$ cat src/rtl/id_decode_stage_if.sv
// Fetch -> decode -> execute bus for the decode stage: handshake, captured PC
// and the decoded control word handed to execute.
interface id_decode_stage_if;
    logic        fs_valid;
    logic [31:0] fs_pc;
    logic [31:0] fs_inst;
    logic        ds_allowin;
    logic        flush;
    logic        es_allowin;
    logic        ds_valid;
    logic [31:0] ds_pc;
    logic [4:0]  rs;
    logic [4:0]  rt;
    logic [11:0] alu_op;
    logic        src1_is_sa;
    logic        src1_is_pc;
    logic        src2_is_imm;
    logic        src2_is_8;
    logic [31:0] imm;
    logic        gr_we;
    logic [4:0]  dest;
    logic        mem_we;
    logic        res_from_mem;
    logic        br_beq;
    logic        br_bne;
    logic        br_jal;
    logic        br_jr;
    logic [31:0] br_target;
    logic        rsv;

    // Environment side: fetch, execute and the flush source.
    modport master (
        output fs_valid, fs_pc, fs_inst, flush, es_allowin,
        input  ds_allowin, ds_valid, ds_pc, rs, rt, alu_op, src1_is_sa, src1_is_pc,
               src2_is_imm, src2_is_8, imm, gr_we, dest, mem_we, res_from_mem,
               br_beq, br_bne, br_jal, br_jr, br_target, rsv
    );

    modport slave (
        input  fs_valid, fs_pc, fs_inst, flush, es_allowin,
        output ds_allowin, ds_valid, ds_pc, rs, rt, alu_op, src1_is_sa, src1_is_pc,
               src2_is_imm, src2_is_8, imm, gr_we, dest, mem_we, res_from_mem,
               br_beq, br_bne, br_jal, br_jr, br_target, rsv
    );
endinterface

$ cat src/rtl/id_decode_stage.sv
// MIPS instruction-decode stage: one-entry stage register with valid/allowin
// handshake, flush squash, and combinational decode of the held word.
module id_decode_stage #(
    parameter logic [31:0] RESET_PC = 32'hBFC0_0000
) (
    input  logic               clk,
    input  logic               reset,
    id_decode_stage_if.slave   bus
);

    // Indices into the opcode / func one-hot hit vectors.
    localparam int O_ADDIU = 0, O_LUI = 1, O_LW = 2, O_SW = 3;
    localparam int O_BEQ   = 4, O_BNE = 5, O_JAL = 6, O_SPECIAL = 7;
    localparam int F_ADDU = 0, F_SUBU = 1, F_SLT = 2, F_SLTU = 3, F_AND = 4, F_NOR = 5;
    localparam int F_OR   = 6, F_XOR  = 7, F_SLL = 8, F_SRL  = 9, F_SRA = 10, F_JR = 11;

    logic        ds_valid_q, ds_valid_d;
    logic [31:0] ds_pc_q, ds_pc_d;
    logic [31:0] ds_inst_q, ds_inst_d;
    logic        allowin;

    always_comb begin
        allowin    = !ds_valid_q || bus.es_allowin;
        ds_valid_d = ds_valid_q;
        ds_pc_d    = ds_pc_q;
        ds_inst_d  = ds_inst_q;
        if (bus.fs_valid && allowin && !bus.flush) begin
            ds_valid_d = 1'b1;
            ds_pc_d    = bus.fs_pc;
            ds_inst_d  = bus.fs_inst;
        end else if (bus.es_allowin || bus.flush) begin
            // pc/inst are left as-is; only the valid bit is squashed
            ds_valid_d = 1'b0;
        end
    end

    always_ff @(posedge clk) begin
        if (reset) begin
            ds_valid_q <= 1'b0;
            ds_pc_q    <= RESET_PC;
            ds_inst_q  <= '0;
        end else begin
            ds_valid_q <= ds_valid_d;
            ds_pc_q    <= ds_pc_d;
            ds_inst_q  <= ds_inst_d;
        end
    end

    logic [5:0]  op, func;
    logic [4:0]  rd;
    logic [7:0]  op_hit;
    logic [11:0] func_hit;

    assign op   = ds_inst_q[31:26];
    assign func = ds_inst_q[5:0];
    assign rd   = ds_inst_q[15:11];

    always_comb begin
        op_hit            = '0;
        op_hit[O_ADDIU]   = (op == 6'b001001);
        op_hit[O_LUI]     = (op == 6'b001111);
        op_hit[O_LW]      = (op == 6'b100011);
        op_hit[O_SW]      = (op == 6'b101011);
        op_hit[O_BEQ]     = (op == 6'b000100);
        op_hit[O_BNE]     = (op == 6'b000101);
        op_hit[O_JAL]     = (op == 6'b000011);
        op_hit[O_SPECIAL] = (op == 6'b000000);
    end

    // Func decode is only meaningful under the SPECIAL opcode.
    always_comb begin
        func_hit         = '0;
        func_hit[F_ADDU] = (func == 6'b100001);
        func_hit[F_SUBU] = (func == 6'b100011);
        func_hit[F_SLT]  = (func == 6'b101010);
        func_hit[F_SLTU] = (func == 6'b101011);
        func_hit[F_AND]  = (func == 6'b100100);
        func_hit[F_NOR]  = (func == 6'b100111);
        func_hit[F_OR]   = (func == 6'b100101);
        func_hit[F_XOR]  = (func == 6'b100110);
        func_hit[F_SLL]  = (func == 6'b000000);
        func_hit[F_SRL]  = (func == 6'b000010);
        func_hit[F_SRA]  = (func == 6'b000011);
        func_hit[F_JR]   = (func == 6'b001000);
        if (!op_hit[O_SPECIAL])
            func_hit = '0;
    end

    logic        r_alu, i_wr;
    logic [31:0] imm_sx, pc_plus4;

    assign r_alu    = |func_hit[F_SRA:F_ADDU];
    assign i_wr     = op_hit[O_ADDIU] | op_hit[O_LUI] | op_hit[O_LW];
    assign imm_sx   = {{16{ds_inst_q[15]}}, ds_inst_q[15:0]};
    assign pc_plus4 = ds_pc_q + 32'd4;

    always_comb begin
        bus.alu_op      = '0;
        bus.alu_op[0]   = func_hit[F_ADDU] | op_hit[O_ADDIU] | op_hit[O_LW]
                        | op_hit[O_SW] | op_hit[O_JAL];
        bus.alu_op[1]   = func_hit[F_SUBU];
        bus.alu_op[2]   = func_hit[F_SLT];
        bus.alu_op[3]   = func_hit[F_SLTU];
        bus.alu_op[4]   = func_hit[F_AND];
        bus.alu_op[5]   = func_hit[F_NOR];
        bus.alu_op[6]   = func_hit[F_OR];
        bus.alu_op[7]   = func_hit[F_XOR];
        bus.alu_op[8]   = func_hit[F_SLL];
        bus.alu_op[9]   = func_hit[F_SRL];
        bus.alu_op[10]  = func_hit[F_SRA];
        bus.alu_op[11]  = op_hit[O_LUI];

        bus.src1_is_sa  = func_hit[F_SLL] | func_hit[F_SRL] | func_hit[F_SRA];
        bus.src1_is_pc  = op_hit[O_JAL];
        bus.src2_is_imm = op_hit[O_ADDIU] | op_hit[O_LUI] | op_hit[O_LW] | op_hit[O_SW];
        bus.src2_is_8   = op_hit[O_JAL];

        bus.gr_we = r_alu | i_wr | op_hit[O_JAL];
        bus.dest  = '0;
        if (r_alu)
            bus.dest = rd;
        else if (i_wr)
            bus.dest = ds_inst_q[20:16];
        else if (op_hit[O_JAL])
            bus.dest = 5'd31;

        bus.mem_we       = op_hit[O_SW];
        bus.res_from_mem = op_hit[O_LW];
        bus.br_beq       = op_hit[O_BEQ];
        bus.br_bne       = op_hit[O_BNE];
        bus.br_jal       = op_hit[O_JAL];
        bus.br_jr        = func_hit[F_JR];

        bus.br_target = '0;
        if (op_hit[O_BEQ] || op_hit[O_BNE])
            bus.br_target = pc_plus4 + {imm_sx[29:0], 2'b00};
        else if (op_hit[O_JAL])
            bus.br_target = {pc_plus4[31:28], ds_inst_q[25:0], 2'b00};

        bus.rsv = !((|op_hit[O_JAL:O_ADDIU]) || (|func_hit));
    end

    assign bus.ds_allowin = allowin;
    assign bus.ds_valid   = ds_valid_q;
    assign bus.ds_pc      = ds_pc_q;
    assign bus.rs         = ds_inst_q[25:21];
    assign bus.rt         = ds_inst_q[20:16];
    assign bus.imm        = imm_sx;

endmodule

$ cat src/flat_wrapper.sv
// flat-port wrapper written by rule: the top's interface ports become plain ports
module id_decode_stage_flat 
#(
    parameter logic [31:0] RESET_PC = 32'hBFC0_0000
)
  (clk, reset, bus_fs_valid, bus_fs_pc, bus_fs_inst, bus_flush, bus_es_allowin, bus_ds_allowin, bus_ds_valid, bus_ds_pc, bus_rs, bus_rt, bus_alu_op, bus_src1_is_sa, bus_src1_is_pc, bus_src2_is_imm, bus_src2_is_8, bus_imm, bus_gr_we, bus_dest, bus_mem_we, bus_res_from_mem, bus_br_beq, bus_br_bne, bus_br_jal, bus_br_jr, bus_br_target, bus_rsv);
  id_decode_stage_if bus_i ();
  input  logic clk;
  input  logic reset;
  input wire logic [$bits(bus_i.fs_valid)-1:0] bus_fs_valid;
  input wire logic [$bits(bus_i.fs_pc)-1:0] bus_fs_pc;
  input wire logic [$bits(bus_i.fs_inst)-1:0] bus_fs_inst;
  input wire logic [$bits(bus_i.flush)-1:0] bus_flush;
  input wire logic [$bits(bus_i.es_allowin)-1:0] bus_es_allowin;
  output wire logic [$bits(bus_i.ds_allowin)-1:0] bus_ds_allowin;
  output wire logic [$bits(bus_i.ds_valid)-1:0] bus_ds_valid;
  output wire logic [$bits(bus_i.ds_pc)-1:0] bus_ds_pc;
  output wire logic [$bits(bus_i.rs)-1:0] bus_rs;
  output wire logic [$bits(bus_i.rt)-1:0] bus_rt;
  output wire logic [$bits(bus_i.alu_op)-1:0] bus_alu_op;
  output wire logic [$bits(bus_i.src1_is_sa)-1:0] bus_src1_is_sa;
  output wire logic [$bits(bus_i.src1_is_pc)-1:0] bus_src1_is_pc;
  output wire logic [$bits(bus_i.src2_is_imm)-1:0] bus_src2_is_imm;
  output wire logic [$bits(bus_i.src2_is_8)-1:0] bus_src2_is_8;
  output wire logic [$bits(bus_i.imm)-1:0] bus_imm;
  output wire logic [$bits(bus_i.gr_we)-1:0] bus_gr_we;
  output wire logic [$bits(bus_i.dest)-1:0] bus_dest;
  output wire logic [$bits(bus_i.mem_we)-1:0] bus_mem_we;
  output wire logic [$bits(bus_i.res_from_mem)-1:0] bus_res_from_mem;
  output wire logic [$bits(bus_i.br_beq)-1:0] bus_br_beq;
  output wire logic [$bits(bus_i.br_bne)-1:0] bus_br_bne;
  output wire logic [$bits(bus_i.br_jal)-1:0] bus_br_jal;
  output wire logic [$bits(bus_i.br_jr)-1:0] bus_br_jr;
  output wire logic [$bits(bus_i.br_target)-1:0] bus_br_target;
  output wire logic [$bits(bus_i.rsv)-1:0] bus_rsv;
  assign bus_i.fs_valid = bus_fs_valid;
  assign bus_i.fs_pc = bus_fs_pc;
  assign bus_i.fs_inst = bus_fs_inst;
  assign bus_i.flush = bus_flush;
  assign bus_i.es_allowin = bus_es_allowin;
  assign bus_ds_allowin = bus_i.ds_allowin;
  assign bus_ds_valid = bus_i.ds_valid;
  assign bus_ds_pc = bus_i.ds_pc;
  assign bus_rs = bus_i.rs;
  assign bus_rt = bus_i.rt;
  assign bus_alu_op = bus_i.alu_op;
  assign bus_src1_is_sa = bus_i.src1_is_sa;
  assign bus_src1_is_pc = bus_i.src1_is_pc;
  assign bus_src2_is_imm = bus_i.src2_is_imm;
  assign bus_src2_is_8 = bus_i.src2_is_8;
  assign bus_imm = bus_i.imm;
  assign bus_gr_we = bus_i.gr_we;
  assign bus_dest = bus_i.dest;
  assign bus_mem_we = bus_i.mem_we;
  assign bus_res_from_mem = bus_i.res_from_mem;
  assign bus_br_beq = bus_i.br_beq;
  assign bus_br_bne = bus_i.br_bne;
  assign bus_br_jal = bus_i.br_jal;
  assign bus_br_jr = bus_i.br_jr;
  assign bus_br_target = bus_i.br_target;
  assign bus_rsv = bus_i.rsv;
  id_decode_stage #(.RESET_PC(RESET_PC)) u_core (.clk(clk), .reset(reset), .bus(bus_i));
endmodule
$ cat config.mk
export PLATFORM = sky130hd
export DESIGN_NAME = id_decode_stage_flat
export DESIGN_NICKNAME = d
export VERILOG_FILES = /design/src/rtl/id_decode_stage_if.sv /design/src/rtl/id_decode_stage.sv /design/src/flat_wrapper.sv
export SDC_FILE = /design/constraint.sdc
export NUM_CORES = 1
export LEC_CHECK = 0
export BUFFER_PORTS_ARGS = -buffer_cell sky130_fd_sc_hd__buf_2
export CAP_MARGIN = 40
export CORE_ASPECT_RATIO = 1.5
export CORE_MARGIN = 5
export CORE_UTILIZATION = 55
export CTS_BUF_LIST = sky130_fd_sc_hd__clkbuf_8
export DETAILED_ROUTE_END_ITERATION = 12
export PLACE_DENSITY_LB_ADDON = 0.2
export SYNTH_ARGS = -nofsm -noshare
export SYNTH_HDL_FRONTEND = slang
export SYNTH_SLANG_ARGS = --single-unit
$ cat constraint.sdc
create_clock -name clk -period 4.5 [get_ports clk]
set_input_delay 0.225 -clock clk [delete_from_list [all_inputs] [get_ports clk]]
set_output_delay 0.225 -clock clk [all_outputs]
set_load 0.02 [all_outputs]
==> metrics <==
Starting Density=55.97%; most used cell, CP=xor2_1; Syn Area/Cell=7.058 µm²; Max-Cap Viols=0; DRC viols=0; R2R depth=6; Clock Latency Late Sink=0.36 ns; setup violators final=0; IO Pins=206; drt first pass iters=5; Slew @ Worst Pin=0.6472 ns; cells along the critical path=ha_2 > xor2_1 > ha_1 > a211oi_2 > nor2_1 > o31ai_4 > a32oi_1 > a211o_1 > a31o_1 > a41oi_1 > xor2_1 > o21ai_1 > buf_2; Reg2Reg Setup Slack=2.82 ns; status=completed; initial antenna violation count=0; GRT Util Overall=27.85%; largest net degree at the start of global routing=65; synthesized cell area=5393 µm²; critical path launch point type=flip-flop; clock transition at the registers of the reported paths=0.08 ns; total CTS buffers=9; synth warn=0; Psw=571.0 µW; CP max-delay cell=dfxtp_1; gr ovfl total=0; vias in the first global route=5717; setup TNS=0 ns; Reg power frac=39.9%; Pint=1.060 mW; root buf cell=clkbuf_8; layout cells sized above 1=26.63%; share of total power in combinational logic=26.9%; Layout area overhead=18.42%; endpoint class of the critical path=output pin; Detail Placement HPWL=13.51 mm; Synth area leader=dfxtp_1; asr flop ratio synth=0%; arrival time at the worst endpoint=4.01 ns; RSZ-0062 raised after global routing=false; RD Place Congestion=0.9810; clock group share of total power=33.3%; CTS tree=built; Clock Sinks=65; Synthesized Nets=869; synthesized flop and latch total=65; EDFF count, synth=0; endpoints failing hold=0; IO Port Bufs=205; Final #Nets=1005; Layout Skew=0.009177 ns; min-delay worst type=primary input to flip-flop; Final min period=4.236 ns; Site Rows=44; first-pass GRT wire length=27.50 mm; CTS Buffer Depth=2; Power per Cell Area=255.3 nW/µm²; DRT antenna net count=0; Net Sw Frac=35.02%; worst setup path class=flip-flop to output pin; DR WL/cell=16.86 µm; Area contributors post-synth=dfxtp_1 (24%), nand2_1 (13%), ha_1 (8.1%); worst vdd ir=221.1 µV; Post-CTS Setup Bufs=0; total leakage power=3.161 nW; area share of the leading cell type in the synthesized netlist=24.13%; Fmax=0.2361 GHz; Slew Limit Fails=0; worst-path fanout max=9; Die Height=131.3 µm; post-synth cell types=54; max incr delay on CP=0.49 ns; htree depth=3; die width=90.85 µm; Cells on Worst Hold Path=2; vias per cell=5.675; DP Area=6156 µm²; diodes inserted=0; post-layout instance area=6386 µm²; routed vias=5789; initial drt markers=292; post-synthesis sequential area ratio=24.13%; Max-slew headroom=56.85%; Crit path required time=4.28 ns; Post-Synthesis Cells=764; core area=9634 µm²; Synth Flop Type=dfxtp_1; Die Footprint=11930 µm²; WL final=17.19 mm; Final Cycle Share=94.13%
## stage by stage
step,hold WS [ns],utilization [%],setup slack [ns],power (mW),cells
global placement,0.4255,63.61,0.6906,1.090,1002
finish,0.06383,66.29,0.2640,1.631,1020
detailed placement,0.4388,63.90,0.6129,1.097,1004
global route,0.05517,66.29,0.02799,1.709,1020
CTS,0.05014,66.10,0.1778,1.636,1020
floorplan,0.3043,-,0.8532,0.9700,764
## cells in the final DEF (no fill, tap or decap), types with 3 or more instances in the layout
master,synthesis,final
o21bai_1,3,3
a22o_1,3,3
o211ai_1,3,3
a221o_1,5,5
nand3_1,23,23
o21ai_1,31,31
nand2b_1,8,8
inv_2,3,3
nand4b_1,4,4
nand2_1,186,186
nand4_1,13,13
o21a_1,6,6
nand3b_1,10,10
xnor2_1,33,33
nor4_1,4,4
a41oi_1,3,3
and3_1,10,10
nor2_1,33,33
xor2_1,21,21
ha_1,35,34
buf_2,2,205
or3_1,6,6
nor3_1,12,10
clkbuf_8,0,11
dfxtp_1,65,65
a21oi_1,86,86
a21o_1,19,19
and2_1,4,4
nor2b_1,9,9
buf_4,44,7
inv_1,10,10
o21ai_0,4,4
## sequential cells by signal (all words and copies together) (netlist names)
register             flops
u_core.bus.ds_valid      1
u_core.ds_inst_q        32
u_core.bus.ds_pc        32
## critical path: cells and delay by family, from the launching register on
family / cells / cell delay (ns)
buffers and inverters: 1 / 0.19
adder cells (fa/ha/maj): 2 / 0.68
AO/OA/AOI/OAI: 7 / 1.77
XOR/XNOR: 2 / 0.41
AND/OR/NAND/NOR: 1 / 0.12
flip-flops: 1 / 0.49
## final cells by class
class                   count  area (µm²)
multi-input cells         598        3581
clock buffers              11       151.4
flip-flops and latches     65        1301
well taps                 115       143.9
clock inverters             5       61.31
inverters                  13       48.80
repair buffers            213        1099
fillers                   876        3248
## final timing paths
kind | startpoint | end
worst min-delay path | bus_flush | u_core.bus.ds_valid
worst max register to register | u_core.bus.ds_valid | u_core.ds_inst_q[15]
worst max-delay path | u_core.bus.ds_pc[2] | bus_br_target[24]
worst min register to register | u_core.bus.ds_pc[0] | u_core.bus.ds_pc[0]
## Yosys cell counts (5+ instances only)
cell      instances
o21ai_1          31
xnor2_1          33
a21o_1           19
dfxtp_1          65
buf_4            44
a221o_1           5
xor2_1           21
a21oi_1          86
nand2b_1          8
inv_1            10
nand3_1          23
nand3b_1         10
nor3_1           12
ha_1             35
o21a_1            6
nor2b_1           9
nor2_1           33
nand4_1          13
and3_1           10
nand2_1         186
or3_1             6
clkbuf_1         42
## logic make-up (layout without fill, tap and decap cells)
group / Yosys count / count (layout) / share of synthesized area [%]
multiplexers: 1 / 1 / 0.2088
XOR/XNOR: 54 / 54 / 8.770
adder cells (fa/ha/maj): 36 / 36 / 8.492
buffers and inverters: 101 / 242 / 10.14
AO/OA/AOI/OAI: 179 / 179 / 20.42
flip-flops: 65 / 65 / 24.13
AND/OR/NAND/NOR: 328 / 328 / 27.84
## layer usage
metal,global-route usage (%),vias up,part of all wire (%)
met3,5.835,44,5.6
li1,-,2864,-
met4,12.23,0,3.7
met2,51.78,191,53
met5,0,-,0
met1,29.68,2690,37
## power groups by stage
| stage | logic, mW | registers [mW] | clock network [mW] |
|---|---|---|---|
| 3_3_place_gp | 0.429 | 0.661 | 0 |
| 4_1_cts | 0.437 | 0.650 | 0.550 |
| 3_5_place_dp | 0.434 | 0.663 | 0 |
| 2_1_floorplan | 0.304 | 0.666 | 0 |
| 6_report | 0.438 | 0.650 | 0.543 |
| 5_1_grt | 0.478 | 0.656 | 0.575 |
## repair_timing
item,in CTS,in global routing
resized for setup,0,3
endpoints found under the hold margin,0,0
endpoints found under the setup margin,0,3
hold buffers,0,0
Power figures use the tool's default switching activity.
